[config.mk]
export PLATFORM = sky130hd
export DESIGN_NAME = alarm_controller
export DESIGN_NICKNAME = d
export VERILOG_FILES = /design/src/rtl/alarm_pkg.sv /design/src/rtl/alarm_controller_tone_gen.sv /design/src/rtl/alarm_controller.sv
export SDC_FILE = /design/constraint.sdc
export NUM_CORES = 1
export LEC_CHECK = 0
export ABC_AREA = 1
export CORE_ASPECT_RATIO = 1.4
export CORE_MARGIN = 2
export CORE_UTILIZATION = 45
export DETAILED_ROUTE_END_ITERATION = 7
export GPL_TIMING_DRIVEN = 0
export PLACE_DENSITY = 0.84
export SYNTH_ARGS = -nofsm -noshare
export SYNTH_HDL_FRONTEND = slang
export SYNTH_SLANG_ARGS = --single-unit
export TNS_END_PERCENT = 5
[constraint.sdc]
create_clock -name clk -period 2 [get_ports clk]
set_input_delay 0.6 -clock clk [delete_from_list [all_inputs] [get_ports clk]]
set_output_delay 0.6 -clock clk [all_outputs]
set_load 0.01 [all_outputs]
[src/rtl/alarm_pkg.sv]
// Shared definitions for the alarm controller: state encodings, BCD time packing, default timing.
// Latency: n/a (constants and a pure helper function only).
// Backpressure: n/a.
package alarm_pkg;

   // FSM state encodings (2-bit, also the externally visible state code)
   localparam logic [1:0] DISARMED = 2'd0;
   localparam logic [1:0] ARMED    = 2'd1;
   localparam logic [1:0] RINGING  = 2'd2;
   localparam logic [1:0] SNOOZE   = 2'd3;

   // BCD time word: {hourMSB,hourLSB,minMSB,minLSB,secMSB,secLSB}, one nibble each
   localparam int TIME_W       = 24;
   localparam int HOUR_MSB_OFS = 20;
   localparam int HOUR_LSB_OFS = 16;
   localparam int MIN_MSB_OFS  = 12;
   localparam int MIN_LSB_OFS  = 8;
   localparam int SEC_MSB_OFS  = 4;
   localparam int SEC_LSB_OFS  = 0;

   // Width of the shared ring/snooze countdown
   localparam int CNT_W = 16;

   // Default timing
   localparam int RING_SEC_DEF   = 60;
   localparam int SNOOZE_SEC_DEF = 300;
   localparam int TONE_DIV_DEF   = 50000;

   // Assemble a packed BCD time word from its six digits
   function automatic logic [TIME_W-1:0] pack_time(input logic [3:0] h1, input logic [3:0] h0,
                                                   input logic [3:0] m1, input logic [3:0] m0,
                                                   input logic [3:0] s1, input logic [3:0] s0);
      logic [TIME_W-1:0] t;
      t = '0;
      t[HOUR_MSB_OFS +: 4] = h1;
      t[HOUR_LSB_OFS +: 4] = h0;
      t[MIN_MSB_OFS  +: 4] = m1;
      t[MIN_LSB_OFS  +: 4] = m0;
      t[SEC_MSB_OFS  +: 4] = s1;
      t[SEC_LSB_OFS  +: 4] = s0;
      return t;
   endfunction

endpackage

[src/rtl/alarm_controller_tone_gen.sv]
// Buzzer square-wave generator: toggles its output every TONE_DIV cycles while enabled.
// Latency: first rising edge of out TONE_DIV cycles after en rises.
// Backpressure: none; clears immediately when en drops.
// Ports: clk, reset (sync, active-high), en (run enable), out (square wave, low when disabled).
module tone_gen
   import alarm_pkg::*;
#(
   parameter int TONE_DIV = TONE_DIV_DEF
)(
   input  logic clk,
   input  logic reset,
   input  logic en,
   output logic out
);

   localparam int             W    = (TONE_DIV > 1) ? $clog2(TONE_DIV) : 1;
   localparam logic [W-1:0]   LAST = W'(TONE_DIV - 1);

   logic [W-1:0] tcnt;
   logic         buz;

   always_ff @(posedge clk) begin
      if (reset || !en) begin
         tcnt <= '0;
         buz  <= 1'b0;
      end else if (tcnt == LAST) begin
         tcnt <= '0;
         buz  <= ~buz;
      end else begin
         tcnt <= tcnt + 1'b1;
      end
   end

   // Gating by en keeps the tone silent on the cycle right after leaving RINGING,
   // before the registered clear has taken effect. en is itself a registered decode.
   assign out = buz & en;

endmodule

[src/rtl/alarm_controller.sv]
// Alarm sequencer: time-match edge detect, disarmed/armed/ringing/snooze FSM, ring/snooze countdown, buzzer tone.
// Latency: key pulses take effect at the sampling edge; time match rings one edge after cur_time becomes equal.
// Backpressure: none; key pulses are single-cycle events and never stalled.
// Ports: clk, reset (sync, active-high), sec_tick, cur_time/alarm_time (BCD), settime,
//        arm_toggle/snooze/dismiss (key pulses) -> state, armed, ringing, snoozing, buzzer.
module alarm_controller
   import alarm_pkg::*;
#(
   parameter int RING_SEC   = RING_SEC_DEF,
   parameter int SNOOZE_SEC = SNOOZE_SEC_DEF,
   parameter int TONE_DIV   = TONE_DIV_DEF
)(
   input  logic              clk,
   input  logic              reset,
   input  logic              sec_tick,
   input  logic [TIME_W-1:0] cur_time,
   input  logic [TIME_W-1:0] alarm_time,
   input  logic              settime,
   input  logic              arm_toggle,
   input  logic              snooze,
   input  logic              dismiss,
   output logic [1:0]        state,
   output logic              armed,
   output logic              ringing,
   output logic              snoozing,
   output logic              buzzer
);

   localparam logic [CNT_W-1:0] RING_CNT   = CNT_W'(RING_SEC);
   localparam logic [CNT_W-1:0] SNOOZE_CNT = CNT_W'(SNOOZE_SEC);

   logic             match;
   logic             match_q;
   logic             rise;
   logic [CNT_W-1:0] cnt;

   // Only the first cycle of equality triggers, so arming while already equal does not ring.
   assign match = (cur_time == alarm_time);
   assign rise  = match & ~match_q;

   always_ff @(posedge clk) begin
      if (reset) begin
         state   <= DISARMED;
         match_q <= 1'b0;
         cnt     <= '0;
      end else begin
         match_q <= match;
         case (state)
            DISARMED: begin
               if (arm_toggle) state <= ARMED;
            end
            ARMED: begin
               if (arm_toggle) begin
                  state <= DISARMED;
               end else if (rise && !settime) begin
                  state <= RINGING;
                  cnt   <= RING_CNT;      // a coincident sec_tick is not counted
               end
            end
            RINGING: begin
               if (arm_toggle) begin
                  state <= DISARMED;
                  cnt   <= '0;
               end else if (dismiss) begin
                  state <= ARMED;
                  cnt   <= '0;
               end else if (snooze) begin
                  state <= SNOOZE;
                  cnt   <= SNOOZE_CNT;
               end else if (sec_tick) begin
                  if (cnt == CNT_W'(1)) begin
                     state <= ARMED;      // ring timed out
                     cnt   <= '0;
                  end else begin
                     cnt <= cnt - 1'b1;
                  end
               end
            end
            SNOOZE: begin
               if (arm_toggle) begin
                  state <= DISARMED;
                  cnt   <= '0;
               end else if (dismiss) begin
                  state <= ARMED;
                  cnt   <= '0;
               end else if (sec_tick) begin
                  if (cnt == CNT_W'(1)) begin
                     state <= RINGING;    // snooze over, ring again
                     cnt   <= RING_CNT;
                  end else begin
                     cnt <= cnt - 1'b1;
                  end
               end
            end
         endcase
      end
   end

   assign armed    = (state != DISARMED);
   assign ringing  = (state == RINGING);
   assign snoozing = (state == SNOOZE);

   tone_gen #(
      .TONE_DIV (TONE_DIV)
   ) u_tone_gen (
      .clk   (clk),
      .reset (reset),
      .en    (ringing),
      .out   (buzzer)
   );

endmodule

## Word level (Yosys, flattened, before mapping)

Cells that the tools add are included.

| storage, ports and cells | value |
|---|---|
| bits in registers | 36 |
| output and inout bits | 6 |
| bits of input ports | 55 |

| operators by class | value |
|---|---|
| multiplexer cells | 25 |
| reductions and logical operators | 10 |
| add/subtract/negate cells | 2 |
| equality and inequality tests | 14 |
| bitwise logic cells | 4 |

Operators with widths:

| operator | count |
|---|---|
| 16-bit 2-to-1 mux | 11 |
| 16-bit one-hot mux with 3 select lines | 1 |
| 24-bit equality test | 1 |
| 2-bit 2-to-1 mux | 12 |
| 16-bit by 1-bit adder with 16-bit output (second input constant) | 1 |
| 16-bit by 1-bit equality test with 1-bit output (second input constant) | 1 |
| 16-bit equality test (second input constant) | 1 |
| 16-bit by 1-bit subtractor with 16-bit output (second input constant) | 1 |
| 5-bit != test (second input constant) | 2 |
| 2-bit one-hot mux with 4 select lines | 1 |
| 2-bit != test (second input constant) | 3 |
| 6-bit AND reduction | 1 |
| 5-bit AND reduction | 1 |
| 2-bit equality test (second input constant) | 2 |
| 4-bit by 3-bit != test with 1-bit output (second input constant) | 1 |
| 4-bit != test (second input constant) | 1 |
| 3-bit != test (second input constant) | 1 |
| 3-bit nonzero test | 1 |
| 1-bit bitwise AND | 2 |
| 2-bit by 1-bit equality test with 1-bit output (second input constant) | 1 |
| 1-bit zero test | 2 |
| 2-bit zero test | 1 |
| 1-bit NOT | 2 |
| 2-bit nonzero test | 1 |
| 3 further kinds | 3 |

## Depth between registers and ports, before layout

Gate-level depths: netlist of the first run.

| depth | value |
|---|---|
| depth after elaboration | 7 |
| mapped depth | 12 |
| mapped depth without buffers | 12 |

## Cells and area by module

Synthesis of the first run repeated with hierarchy kept, for this count alone.

| second synthesis, totals | value |
|---|---|
| cells, all modules | 448 |
| area, all modules | 2,711.4 µm² |

Modules (own cells, without submodules):

| module | cells an instance | seq. area each (µm²) | instances | area each (µm²) |
|---|---|---|---|---|
| alarm_controller | 316 | 380.4 | 1 | 1,841.8 |
| tone_gen | 132 | 340.3 | 1 | 869.6 |

## Least setup slack after synthesis of the first run

No wires, ideal clock.

| timing path | value |
|---|---|
| path type | input to register |
| start | input port alarm_time[7] |
| end | register cnt[11] |
| required time | 1,929 ps |
| setup slack | 236 ps |
| data arrival time | 1,694 ps |
| setup time | 71 ps |
| stages | 10 |
| cell sequence | xnor2_1 -> nand2_1 -> nor2_1 -> nand3_1 -> nor2_1 -> nand4_4 -> nand2_4 -> buf_6 -> nand2_1 -> a21oi_1 |

| on the way | value |
|---|---|
| cells in the longest elaborated chain, start to end | 5 |

Ends and longest elaborated chain:

| what | line | RTL |
|---|---|---|
| from (decl) | alarm_controller.sv:17 | `input logic [TIME_W-1:0] alarm_time,` |
| 24-bit equality test | alarm_controller.sv:38 | `assign match = (cur_time == alarm_time);` |
| 1-bit bitwise AND | alarm_controller.sv:39 | `assign rise = match & ~match_q;` |
| 1-bit logical AND | alarm_controller.sv:55 | `end else if (rise && !settime) begin` |
| 2-bit != test (no line) | - |  |
| 5-bit AND reduction (no line) | - |  |
| to (signal assigned) | alarm_controller.sv:75 | `cnt <= cnt - 1'b1;` |
| to (signal assigned) | alarm_controller.sv:91 | `cnt <= cnt - 1'b1;` |
| to (decl) | alarm_controller.sv:35 | `logic [CNT_W-1:0] cnt;` |

No other way between the ends.
A chain may end at the register's enable or synchronous reset.

## Worst setup path after layout of the first run

| timing path | value |
|---|---|
| start | input port alarm_time[4] |
| end | register cnt[9] |

Same word-level chain as after synthesis.

==> implementation parameters, run 1 <==
Parameter                              Value

Route
  Detail-routed net length per standard cell    13.1 um
  DR iter-0 viols    between 100 and 150
  Number of antenna-violating nets in the routed design    0
  DR pass1 iterations    5
  Total wirelength of the detailed-routed design    7550 um
  Number of remaining DRC errors    0
  Vias    3035
  Vias per inst    5.26

Synth
  Combinational family with the most area after synthesis    simple AND/OR/NAND/NOR gates
  Proportion of synthesized chip area in sequential cells    26.8%
  Flip-flop and latch count after synthesis    36
  FFs w/ async S/R, synth    0%
  Primary flip-flop cell chosen by synthesis mapping    sky130_fd_sc_hd__dfxtp_1
  Largest cells by area after synthesis    sky130_fd_sc_hd__dfxtp_1 27%, sky130_fd_sc_hd__nand2_1 14%, sky130_fd_sc_hd__nor2_1 11%
  Gate count after technology mapping    436
  Area share of and/or/nand/nor cells after synthesis    45.7%
  Cell taking the most area after synthesis    sky130_fd_sc_hd__dfxtp_1
  Post-Synth Adder-Cell Area    under 10%
  Most frequent cells after synthesis    101 x sky130_fd_sc_hd__nand2_1, 79 x sky130_fd_sc_hd__nor2_1, 44 x sky130_fd_sc_hd__inv_1
  Number of unique standard cell types used by synthesis    40
  Multiplexer area fraction after synthesis    0%
  Synthesized area per cell    6.18 um^2
  Fraction of synthesized cell area in xor and xnor cells    approximately a tenth
  Most frequent cell after synthesis    sky130_fd_sc_hd__nand2_1
  Synth top area share    26.8%
  Post-Syn Nets    494
  Number of enable flip-flop cells after synthesis    0
  Post-synthesis cell area    2690 um^2
  Compound-cell area share of the yosys netlist    under 10%
  Yosys Warn Count    0

GRT
  Antenna violations before repair    1
  Number of global-route vias before repair    between 2000 and 3000
  Leftover overflow at the end of global routing    0
  GR Util All Layers    22.4%
  Pin count of the biggest net entering global routing    12
  Wire length of the first global-routing pass    around 12000 um

Place
  Placed inst area    3360 um^2
  Number of port buffers    58
  Worst Setup Slack post-DPL    -0.519 ns
  HPWL reported at the end of detailed placement    5900 um
  RD Place Congestion    approximately 0.96
  Placed insts    between 500 and 600

Timing
  Worst max-slew margin expressed relative to the limit    68.1%
  Setup Skew    0.0128 ns
  Fin. max-slew vios    0
  Worst Max-Slew Pin Slew    0.478 ns
  Final worst-path setup slack    -0.0240 ns
  Worst hold slack    0.451 ns
  Fmax    about 0.5 GHz
  Setup repair after global routing missed its margin    yes
  Number of endpoints failing setup at the final stage    4
  Part of the cycle the worst path needs    101%
  Setup tns final    -0.0644 ns
  Fin. Hold Viols    0
  Post-layout minimum cycle time    2.02 ns

CTS
  Worst-path clk slew    0.08 ns
  Worst skew pair latency    0.30 ns
  Max Buffers Root-to-Sink    2
  Num Clock Sinks    36
  TritonCTS clock tree    done
  CTS root buffer    sky130_fd_sc_hd__clkbuf_8
  Total clock buffers created by CTS    5
  H-tree levels    2

Floorplan
  Die X-Extent    69.4 um
  Cell Rows    33
  Starting density of the core    46.3%
  Area of the placeable core    5820 um^2
  Vert. Die Dim    95.5 um
  Area of the die    roughly 6600 um^2
  Count of pins on the block boundary    61

Worst setup path
  Category of the worst setup path capture point    register
  R2r worst-path depth    12
  Crit Path Max Fanout    7
  Cell Chain, Critical Path    clkdlybuf4s50_1 > xor2_1 > nor2_1 > nand3_2 > nor2_4 > nand4_4 > nand2_4 > buf_6 > nand2_1 > nand2_1 > nor2_1
  Critical Path AT    about 2.2 ns
  Register-to-Register Setup Slack    0.17 ns
  Critical path startpoint category    input port
  CP top delay family    simple AND/OR/NAND/NOR gates
  Worst setup path endpoint    cnt[9]
  Delay of the slowest cell on the worst path    0.42 ns
  Number of cells on the critical path    11
  Slowest cell on the critical path    sky130_fd_sc_hd__clkdlybuf4s50_1
  First element of the critical path    alarm_time[4]
  Required @ worst endpoint    2.17 ns
  Endpoint of the worst register-to-register path    cnt[14]
  Worst Setup Path Type    input port to register
  Launch instance of the worst register-to-register path    cnt[0]
  Number of buffers and inverters on the critical path    2

Layout
  Final design utilization    around 62%
  Layout Nets    563
  Final std cell area, no fill    3630 um^2
  Number of standard cells in the layout, taps in and fillers out    577
  Ratio of cells with drive above 1 in the final layout    a little over 9%
  Area growth from synthesis to layout    34.9%

Power
  Total power consumption of the routed design    1.75 mW
  Leakage    1.75 nW
  Maximum vdd drop    0.511 mV
  Pwr dens    481 nW/um^2

Outcome
  Status    finished with violations
  Violated checks    negative setup slack

Hold path
  Class of the worst hold path    register to register
  Startpoint of the most critical hold path    u_tone_gen.tcnt[0]

Run
  Number of violations of the max-capacitance limit    0
state kept, by name (all words and copies together) (netlist names):
signal,cells
u_tone_gen.buz,1
match_q,1
state,2
cnt,16
u_tone_gen.tcnt,16
worst min-delay path by stage:
| stage | cells past startpoint | slack [ns] | end |
|---|---|---|---|
| 2_1_floorplan | 1 | 0.42 | u_tone_gen.tcnt[0] |
| 6_report | 1 | 0.45 | u_tone_gen.tcnt[0] |
| 4_1_cts | 1 | 0.45 | u_tone_gen.tcnt[0] |
| 5_1_grt | 1 | 0.49 | u_tone_gen.tcnt[0] |
| 3_5_place_dp | 1 | 0.44 | u_tone_gen.tcnt[0] |
| 3_3_place_gp | 1 | 0.43 | u_tone_gen.tcnt[0] |
cells by family after synthesis:
family          after synthesis
simple gates                271
buf+inv                      59
compound gates               38
flops                        36
xor+xnor                     29
fa+ha+maj                     3
routing by layer:
metal  vias up  GRT usage [%]  share of wire [%]
met5         -              0                  0
met4         0           12.3                2.9
met3        20           2.75                4.4
met2       105           45.9                 56
met1      1371           21.4                 37
li1       1539              -                  -
placed cells by master, fill, tap and decap left out, types with 2 or more instances in the layout:
master and instances:
sky130_fd_sc_hd__nand4_1 12, sky130_fd_sc_hd__xor2_1 9, sky130_fd_sc_hd__xnor2_1 20, sky130_fd_sc_hd__inv_1 44, sky130_fd_sc_hd__nor2_1 74, sky130_fd_sc_hd__dlymetal6s2s_1 23, sky130_fd_sc_hd__dlygate4sd2_1 5, sky130_fd_sc_hd__nor3_1 11
sky130_fd_sc_hd__o211ai_1 2, sky130_fd_sc_hd__nor4_1 2, sky130_fd_sc_hd__nand2_1 100, sky130_fd_sc_hd__nor3b_1 4, sky130_fd_sc_hd__buf_6 2, sky130_fd_sc_hd__nand2_2 2, sky130_fd_sc_hd__clkinv_2 2, sky130_fd_sc_hd__nand3_1 42
sky130_fd_sc_hd__buf_4 4, sky130_fd_sc_hd__dfxtp_4 2, sky130_fd_sc_hd__clkbuf_8 5, sky130_fd_sc_hd__ha_1 3, sky130_fd_sc_hd__o21ai_0 6, sky130_fd_sc_hd__a21oi_1 22, sky130_fd_sc_hd__inv_2 3, sky130_fd_sc_hd__clkbuf_1 4
sky130_fd_sc_hd__nand3b_1 2, sky130_fd_sc_hd__nor2_2 5, sky130_fd_sc_hd__buf_2 3, sky130_fd_sc_hd__nor2_4 9, sky130_fd_sc_hd__clkdlybuf4s50_1 29, sky130_fd_sc_hd__dfxtp_1 34
where the power goes:
part	leakage, nW	switching (mW)	total, mW	internal, mW
clock	0.0552	0.266	0.636	0.370
sequential	0.292	0.0127	0.736	0.723
combinational	1.40	0.190	0.378	0.188
repair_timing:
item,CTS,global route
pin swaps,2,20
hold buffers,0,0
setup endpoints to repair,20,20
setup buffers,0,3
resized for setup,16,37
cloned,0,1
layout make-up:
type,instances,area [um^2]
Antenna cell,1,2.50
Buffer,10,66.3
Clock buffer,6,72.6
Clock inverter,2,35.0
Fill cell,493,2190
Inverter,49,185
Multi-Input combinational cell,341,1780
Sequential cell,36,728
Tap cell,70,87.6
Timing Repair Buffer,62,678
Note: power is estimated with default switching activity, not from simulation.
==> run 2, diff against run 1 <==
==> constraint.sdc (replaced) <==
create_clock -name clk -period 2 [get_ports clk]
set_input_delay 0.4 -clock clk [delete_from_list [all_inputs] [get_ports clk]]
set_output_delay 0.4 -clock clk [all_outputs]
set_load 0.01 [all_outputs]
==> implementation parameters, run 2 (synthesis results as in run 1) <==
Parameter                              Value

Outcome
  Status    complete, no violations

Route
  Number of antenna-violating nets in the routed design    0 (unchanged)
  Number of remaining DRC errors    0 (unchanged)
  DR iter-0 viols    156 (+4.7%)
  Detail-routed net length per standard cell    12.6 um (-3.4%)
  DR pass1 iterations    7 (+2)
  Total wirelength of the detailed-routed design    7230 um (-4.3%)
  Vias per inst    5.22 (-0.75%)
  Vias    2986 (-1.6%)

Timing
  Post-layout minimum cycle time    1.99 ns (-0.0329 ns)
  Fin. max-slew vios    0 (unchanged)
  Final worst-path setup slack    0.00887 ns (+0.0329 ns)
  Number of endpoints failing setup at the final stage    0 (-4)
  Setup Skew    0.0143 ns (+0.00146 ns)
  Setup repair after global routing missed its margin    yes
  Part of the cycle the worst path needs    99.6% (-1.6 points)
  Worst Max-Slew Pin Slew    0.495 ns (+0.0170 ns)
  Fmax    0.502 GHz (+1.7%)
  Worst max-slew margin expressed relative to the limit    67.0% (-1.1 points)
  Fin. Hold Viols    0 (unchanged)

Worst setup path
  Register-to-Register Setup Slack    0.17 ns (about the same)
  Slowest cell on the critical path    sky130_fd_sc_hd__clkdlybuf4s50_1
  Critical Path AT    1.59 ns (-0.60 ns)
  Cell Chain, Critical Path    nand2_1 > clkinv_1 > clkdlybuf4s50_1
  Number of buffers and inverters on the critical path    2 (unchanged)
  R2r worst-path depth    11 (-1)
  Worst Setup Path Type    register to primary output
  Category of the worst setup path capture point    primary output
  Delay of the slowest cell on the worst path    0.56 ns (+0.14 ns)
  Launch instance of the worst register-to-register path    u_tone_gen.tcnt[0]
  Endpoint of the worst register-to-register path    u_tone_gen.tcnt[14]
  CP top delay family    buffers and inverters
  Crit Path Max Fanout    9 (+2)
  Critical path startpoint category    register
  Required @ worst endpoint    1.60 ns (-0.57 ns)

Power
  Leakage    1.54 nW (-12%)
  Maximum vdd drop    0.511 mV (about the same)
  Total power consumption of the routed design    1.75 mW (+0.20%)
  Pwr dens    498 nW/um^2 (+3.4%)

CTS
  Worst skew pair latency    0.30 ns (about the same)
  Count of hold buffers inserted by post-cts repair    0 (unchanged)
  TritonCTS clock tree    done
  H-tree levels    2 (unchanged)
  Num Clock Sinks    36 (unchanged)
  Total clock buffers created by CTS    5 (unchanged)
  Worst-path clk slew    0.08 ns (about the same)
  Max Buffers Root-to-Sink    2 (unchanged)
  CTS root buffer    sky130_fd_sc_hd__clkbuf_8

Floorplan
  Vert. Die Dim    95.5 um (unchanged)
  Die X-Extent    69.4 um (unchanged)
  Area of the placeable core    5820 um^2 (unchanged)
  Cell Rows    33 (unchanged)
  Starting density of the core    46.3% (unchanged)
  Count of pins on the block boundary    61 (unchanged)
  Area of the die    6630 um^2 (unchanged)

Hold path
  Endpoint of the worst hold-timing path    u_tone_gen.tcnt[0]
  Worst hold path depth    1 (unchanged)
  Class of the worst hold path    register to register
  Startpoint of the most critical hold path    u_tone_gen.tcnt[0]

Layout
  Layout Nets    559 (-0.71%)
  Ratio of cells with drive above 1 in the final layout    7.77% (-1.3 points)
  Number of standard cells in the layout, taps in and fillers out    572 (-0.87%)
  Area growth from synthesis to layout    30.7%
  Footprint of the multi-input gates    1760 um^2 (-0.98%)
  Commonest cells after routing, fill and taps aside    101 x sky130_fd_sc_hd__nand2_1, 74 x sky130_fd_sc_hd__nor2_1, 52 x sky130_fd_sc_hd__clkdlybuf4s50_1
  Registers with the highest flip-flop counts    cnt (16), u_tone_gen.tcnt (16), state (2)
  Fill cells    516 (+4.7%)
  Final std cell area, no fill    3520 um^2 (-3.1%)
  Antenna fix cells    0 (-1)
  Sequential Area    723 um^2 (-0.69%)
  Most common library cell in the layout ignoring fill and taps    sky130_fd_sc_hd__nand2_1

GRT
  Pin count of the biggest net entering global routing    12 (unchanged)
  Number of global-route vias before repair    2827 (-0.39%)
  Met1 track utilization from global routing    21.3% (-0.064 points)
  Busiest layer in global routing    met2
  Met3 Use GR    2.75% (unchanged)
  GR Util All Layers    22.3% (-0.089 points)
  Antenna violations before repair    0 (-1)
  Met2 Track Usage GR    45.7% (-0.24 points)
  Leftover overflow at the end of global routing    0 (unchanged)
  Wire length of the first global-routing pass    11900 um (-0.46%)

Place
  Number of port buffers    58 (unchanged)
  Worst Setup Slack post-DPL    -0.319 ns (+0.200 ns)
  Placed inst area    3360 um^2 (unchanged)
  HPWL reported at the end of detailed placement    5900 um (unchanged)
  Placed insts    564 (unchanged)
  RD Place Congestion    0.958 (unchanged)

Run
  Number of violations of the max-capacitance limit    0 (unchanged)
[run 2: cell types whose count changed in the layout (fill, tap and decap cells not counted), moves of 3 or more]
| cell | previous run | this run |
|---|---|---|
| sky130_fd_sc_hd__nor2_2 | 5 | 8 |
| sky130_fd_sc_hd__nor2_4 | 9 | 6 |
| sky130_fd_sc_hd__clkdlybuf4s50_1 | 29 | 52 |
| sky130_fd_sc_hd__dlymetal6s2s_1 | 23 | 5 |
| sky130_fd_sc_hd__dlygate4sd2_1 | 5 | 1 |
[run 2: timing repair]
item                       4_1_cts  5_1_grt
pin swaps                        0        3
buffers inserted                 0        0
gates resized for setup          4       15
setup endpoints to repair        4       18
cloned                           0        0
[run 2: cell type report]
cell class              count  area share, %
multi-input cells         341           50.0
repair buffers             58           16.8
flip-flops and latches     36           20.5
clock inverters             2          0.995
plain buffers              10           1.88
well taps                  70           2.49
inverters                  49           5.22
clock buffers               6           2.06
[run 2: through the flow]
step	hold WS, ns	setup TNS [ns]	utilization [%]
floorplan	0.418	0	-
global placement	0.426	-3.16	57.7
detailed placement	0.442	-4.14	57.7
CTS	0.455	0	59.7
global route	0.490	-0.296	60.5
finish	0.451	0	60.5
[run 2: power by group]
group          internal (mW)  switching, mW
logic                  0.194          0.185
registers              0.724         0.0116
clock network          0.370          0.269
[run 2: metal layers]
metal	part of all wire, %	wire [um]
met5	0	0
met3	4.7	337
met4	3.6	263
met2	55	3990
met1	36	2640
[run 2: how the worst max path moves through the flow]
| stage | from | to | slack [ns] | cells past startpoint |
|---|---|---|---|---|
| detailed placement | alarm_time[20] | cnt[13] | -0.32 | 11 |
| global route | u_tone_gen.tcnt[0] | u_tone_gen.tcnt[14] | -0.11 | 11 |
| floorplan | u_tone_gen.tcnt[0] | u_tone_gen.tcnt[14] | 0.36 | 11 |
| CTS | state[1] | ringing | 0.003 | 4 |
| finish | state[0] | snoozing | 0.009 | 3 |
| global placement | arm_toggle | cnt[13] | -0.24 | 12 |
[run 2: worst register-to-register path, delay by kind of cell (launching register included)]
family,cells,cell delay (ns)
and+or+nand+nor,10,1.16
adders and majority gates,1,0.17
DFF,1,0.36
